<file path="src/rtl/bcd_countdown.sv">
// Four-digit BCD countdown timer (SS.hh) with its own hundredth-second timebase.
// Loads a saturated BCD value, counts down with borrow while running, and flags expiry.
module bcd_countdown #(
   parameter int unsigned DIV   = 500000,
   parameter int unsigned DIV_W = 19
) (
   input  logic        clk,
   input  logic        rst,
   input  logic        load,
   input  logic [15:0] load_val,
   input  logic        strt_stp,
   output logic [15:0] digits,
   output logic        running,
   output logic        done
);

   typedef enum logic [1:0] {StIdle, StRun, StDone} state_e;

   state_e             state;
   logic [DIV_W-1:0]   divider;
   logic               tick;
   logic [15:0]        dec;
   logic [15:0]        load_sat;
   logic               borrow;

   assign tick = (divider == DIV_W'(DIV - 1));

   // Ripple-borrow decrement across the four decades, least significant first.
   always_comb begin
      dec    = digits;
      borrow = 1'b1;
      for (int i = 0; i < 4; i++) begin
         if (borrow) begin
            if (digits[4*i +: 4] == 4'd0) begin
               dec[4*i +: 4] = 4'd9;
            end else begin
               dec[4*i +: 4] = digits[4*i +: 4] - 4'd1;
               borrow        = 1'b0;
            end
         end
      end
   end

   always_comb begin
      load_sat = load_val;
      for (int i = 0; i < 4; i++) begin
         if (load_val[4*i +: 4] > 4'd9) load_sat[4*i +: 4] = 4'd9;
      end
   end

   always_ff @(posedge clk) begin
      if (rst) begin
         state   <= StIdle;
         digits  <= 16'h0000;
         divider <= '0;
         running <= 1'b0;
         done    <= 1'b0;
      end else if (load) begin
         state   <= StIdle;
         digits  <= load_sat;
         divider <= '0;
         running <= 1'b0;
         done    <= 1'b0;
      end else begin
         case (state)
            StIdle: begin
               if (strt_stp && digits != 16'h0000) begin
                  state   <= StRun;
                  divider <= '0;
                  running <= 1'b1;
               end
            end
            StRun: begin
               if (tick) begin
                  digits <= dec;
               end
               if (tick && dec == 16'h0000) begin
                  state   <= StDone;
                  running <= 1'b0;
                  done    <= 1'b1;
               end else if (strt_stp) begin
                  // Pause: divider is held, resume clears it anyway.
                  state   <= StIdle;
                  running <= 1'b0;
               end else begin
                  divider <= tick ? '0 : divider + 1'b1;
               end
            end
            StDone: begin
               state <= StDone;
            end
            default: begin
               state   <= StIdle;
               running <= 1'b0;
               done    <= 1'b0;
            end
         endcase
      end
   end

endmodule

</file>
<file path="config.mk">
export PLATFORM = sky130hd
export DESIGN_NAME = bcd_countdown
export DESIGN_NICKNAME = d
export VERILOG_FILES = /design/src/rtl/bcd_countdown.sv
export SDC_FILE = /design/constraint.sdc
export NUM_CORES = 1
export LEC_CHECK = 0
export ABC_AREA = 1
export CAP_MARGIN = 20
export CORE_MARGIN = 4
export CORE_UTILIZATION = 60
export DETAILED_ROUTE_END_ITERATION = 12
export HOLD_SLACK_MARGIN = 0.02
export PLACE_DENSITY = 0.92
export SLEW_MARGIN = 20
export SYNTH_ARGS = -nofsm -noshare
export SYNTH_HDL_FRONTEND = slang
export SYNTH_SLANG_ARGS = --single-unit
</file>
<file path="constraint.sdc">
create_clock -name clk -period 2.8 [get_ports clk]
set_input_delay 0.56 -clock clk [delete_from_list [all_inputs] [get_ports clk]]
set_output_delay 0.56 -clock clk [all_outputs]
set_load 0.05 [all_outputs]
</file>
==> results.txt <==
* Non-filler instance count after layout: around 550
- Sw Pwr: 496 µW
- Number of library cell types mapped by synthesis: 39
- Pin placement for this block handled 38 I/O pins.
* Post-route clock period utilization: between 80% and 90%
- Flop and latch count out of synthesis: 39
- Clock tree synthesis found a total of 39 sinks.
- Combinational family with the most area after synthesis: simple AND/OR/NAND/NOR gates
- Routability-driven placement finished with a final weighted congestion of between 0.9 and 1.
- Post-route antenna net violation count: 0
- The run finished with clean final reports.
- Counting tap cells, the placed design contains a total of between 500 and 600 instances.
- In this run switching power makes up 35.5% of total power.
- Combinational power share: about a quarter
- The endpoint identified for the worst register-to-register timing path is digits[9].
- Buffers from clock root to sink, at most: 2
- Die ar.: between 0.005 and 0.006 mm²
* Synthesized Nets: between 400 and 500
* Worst endpoint required time: around 3.0 ns
- In the final layout, the share of cells above drive strength 1 is between 7 and 8%.
- Internal power of the cells: about 900 µW
* CP Data Arrival Time: roughly 2.5 ns
- Dividing the detail-routed wire length by the instance count gives between 10 and 15 µm.
* Vias per Instance: a little under 6
- Of all nets on the critical path, the largest fanout is 11.
* Wire length of the first global-routing pass: about 13,000 µm
- The H-tree generated during clock tree synthesis spans 2 levels.
- Mean Syn Cell Area: a little over 6 µm²
- Initial antenna violation count: 0
- In this run, the number of DRC markers left after iteration 0 of detailed routing was 361.
- The critical path is of the flop to flop type.
- Clock skew on the completed layout was measured at approximately 0.010 ns.
* Worst IR Drop VDD: 0.321 mV
* Fill cells: 378
- Summing over every cut layer, the via total after detailed routing is 3,198.
* Routed WL: a little over 8000 µm
- The floorplan step set the die width to ~76 µm.
- Count of antenna diodes in the layout: 0
* Worst Max-Slew Pin Slew: about 0.52 ns
* RSZ-0062 raised after global routing: no
- Tightest Hold Check Type: flop to flop
- After clock tree synthesis, the clock-pin slew on the worst setup and hold paths is around 0.090 ns.
- The cell count after synthesis came out at ~450.
* Critical R2R Launch: divider[0]
- The worst setup path is captured at a flop.
* Layout overhead on the synthesized area: 18.8%
- Power share of the clock group: between 30% and 40%
- Measured against its own limit, the worst slew margin works out to 65.1%.
- The Yosys step of the flow raised 0 warnings.
- Nets: between 500 and 600
- Of the post-synthesis cell area, the part taken by muxes is 0%.
- Total of max-cap violations: 0
* Worst-skew pair later-pin latency: around 0.3 ns
* Simple-Gate Fraction of Synth Area: ~43%
* End point of the critical path: digits[9]
- Setup violations remaining at the end of the flow were counted as 0.
- The initial utilization of the core area, before any placement, comes to 62.7%.
* Gr usage total: a little over a quarter
* Port buffer count: 37
- Per report_power, the sequential group accounts for around 43% of the total.
- Fin crit period: about 2.3 ns
- Type of origin of the critical path: flop
- The count of endpoints failing hold in the final timing report came to 0.
- Y dimension of the die: approximately 76 µm
- Pwr per Cell Area: about 430 mW/mm²
* Pin count of the biggest net entering global routing: 22
* Clock tree from TritonCTS: built
- Detailed placement ended at an HPWL of around 6000 µm.
- Worst R2R Setup Slack: about 0.50 ns
- Synth Area in Adders: less than 1%
- Floorplan Core Area: around 0.0044 mm²
* Share of synthesized area occupied by flip-flops and latches: between 20% and 30%
* DRC errors left: 0
- The synthesized netlist devotes 16.0% of its cell area to compound gates.
* Worst setup path startpoint: divider[0]
* Root cell of the clock tree: sky130_fd_sc_hd__clkbuf_8
- For the final routed database, the setup TNS stands at 0 ns.
* Cell leakage power: 0.00127 µW
- For the worst flop-to-flop path, the logic depth is 11.
- Area occupied by registers: around 800 µm²
- Max-slew violation count: 0
- Multi-input logic area: 0.00170 mm²
- Global route overflow: 0
* Syn Std Cell Area: around 0.0028 mm²
* Total clock buffers created by CTS: 5
- The number of global-route vias before repair is 2,855.
- Row Count: 24
- First drt pass iteration count: 6
- Timing would allow up to 436 MHz.
* XOR/XNOR Fraction of Synth Area: 2.22%
sequential cells by signal, indices dropped and copies added (netlist names):
| register | flops |
|---|---|
| running | 1 |
| divider | 19 |
| digits | 16 |
| done | 1 |
| state | 2 |
kinds of logic after synthesis:
kind of cell               after synthesis
AOI/OAI and AO/OA                       74
xor gates and xnor gates                 7
adders and majority gates                1
buffers and inverters                   67
DFF                                     39
and+or+nand+nor                        265
worst min path at each step:
stage                start  cells after the start  slack (ns)           to
2_1_floorplan  divider[10]                      2        0.47  divider[10]
3_3_place_gp          done                      2        0.45         done
3_5_place_dp       running                      2        0.46      running
4_1_cts            running                      2        0.47      running
5_1_grt               done                      2        0.51         done
6_report           running                      2        0.47      running
critical path, cell delays in order, from the launching register on:
cell	delay [ns]
sky130_fd_sc_hd__dfxtp_1	0.36
sky130_fd_sc_hd__ha_1	0.25
sky130_fd_sc_hd__nand2_1	0.14
sky130_fd_sc_hd__nor2_1	0.09
sky130_fd_sc_hd__nand3_1	0.08
sky130_fd_sc_hd__nor2_1	0.07
sky130_fd_sc_hd__nand2_1	0.08
sky130_fd_sc_hd__inv_1	0.09
sky130_fd_sc_hd__nor2_2	0.41
sky130_fd_sc_hd__inv_1	0.31
sky130_fd_sc_hd__o21ai_0	0.23
sky130_fd_sc_hd__a21oi_1	0.06
power by group through the flow:
stage	combinational [µW]	sequential, µW	clock, µW
2_1_floorplan	194	667	0
3_3_place_gp	351	616	0
3_5_place_dp	360	616	0
4_1_cts	363	604	431
5_1_grt	398	608	450
6_report	368	604	426
Yosys cell counts, drive strengths merged:
cell / n / area, µm²
o31ai: 1 / 7.51
ha: 1 / 12.5
nor2: 78 / 329
a31oi: 5 / 31.3
o211ai: 2 / 15.0
clkbuf: 7 / 26.3
nand2: 111 / 439
o31a: 1 / 8.76
o2111ai: 1 / 8.76
buf: 8 / 65.1
xor2: 7 / 61.3
or2: 1 / 6.26
inv: 50 / 188
o21bai: 1 / 7.51
a21o: 1 / 7.51
a211oi: 4 / 30.0
a21oi: 30 / 158
nand3b: 4 / 30.0
nand3: 51 / 260
nor3: 10 / 55.1
dfxtp: 39 / 781
o21ai: 23 / 123
nor3b: 1 / 7.51
a221oi: 2 / 23.8
nand4: 9 / 56.3
clkinv: 2 / 7.51
a22oi: 3 / 22.5
cell usage in the layout (no fill, tap or decap), types with 3 or more instances in the layout:
cell,instances
sky130_fd_sc_hd__nand2_1,106
sky130_fd_sc_hd__nand4_1,9
sky130_fd_sc_hd__nand2_2,3
sky130_fd_sc_hd__nand3_1,50
sky130_fd_sc_hd__xor2_1,7
sky130_fd_sc_hd__nor2_1,72
sky130_fd_sc_hd__a21oi_1,28
sky130_fd_sc_hd__clkdlybuf4s50_1,37
sky130_fd_sc_hd__nand3b_1,4
sky130_fd_sc_hd__nor2_2,3
sky130_fd_sc_hd__a211oi_1,4
sky130_fd_sc_hd__clkbuf_8,6
sky130_fd_sc_hd__a22oi_1,3
sky130_fd_sc_hd__buf_4,10
sky130_fd_sc_hd__nor3_1,9
sky130_fd_sc_hd__dfxtp_1,39
sky130_fd_sc_hd__o21ai_0,21
sky130_fd_sc_hd__a31oi_1,5
sky130_fd_sc_hd__inv_1,48
layer usage:
layer  track usage, %  share of wire (%)  routed length, µm  up-vias
met5                0                  0                  0        -
met1             40.1                 45               3580     1436
met3             4.62                9.4                753       17
li1                 -                  -                  -     1569
met4             8.90                1.7                134        0
met2             40.6                 44               3570      176
final cells by class:
class,count,share of cell area (%)
flip-flops and latches,39,23.7
inverters,52,5.94
clock buffers,6,2.51
repair buffers,47,13.5
multi-input cells,347,51.8
clock inverters,2,0.495
well taps,52,1.98
metrics by stage:
step / instance area (µm²) / util, % / hold WS (ns) / total power, µW / setup slack [ns]
2_1_floorplan: 2770 / - / 0.465 / 861 / 0.679
3_3_place_gp: 3190 / 72.2 / 0.453 / 967 / 0.439
3_5_place_dp: 3190 / 72.2 / 0.456 / 977 / 0.292
4_1_cts: 3290 / 74.4 / 0.472 / 1400 / 0.306
5_1_grt: 3290 / 74.5 / 0.506 / 1460 / 0.220
6_report: 3290 / 74.5 / 0.465 / 1400 / 0.504
timing repair:
| item | CTS | global route |
|---|---|---|
| hold buffers | 0 | 0 |
| buffers inserted | 0 | 0 |
| resized for setup | 0 | 1 |
| setup endpoints to repair | 0 | 6 |
No activity file was read; power rests on OpenSTA's default activity.
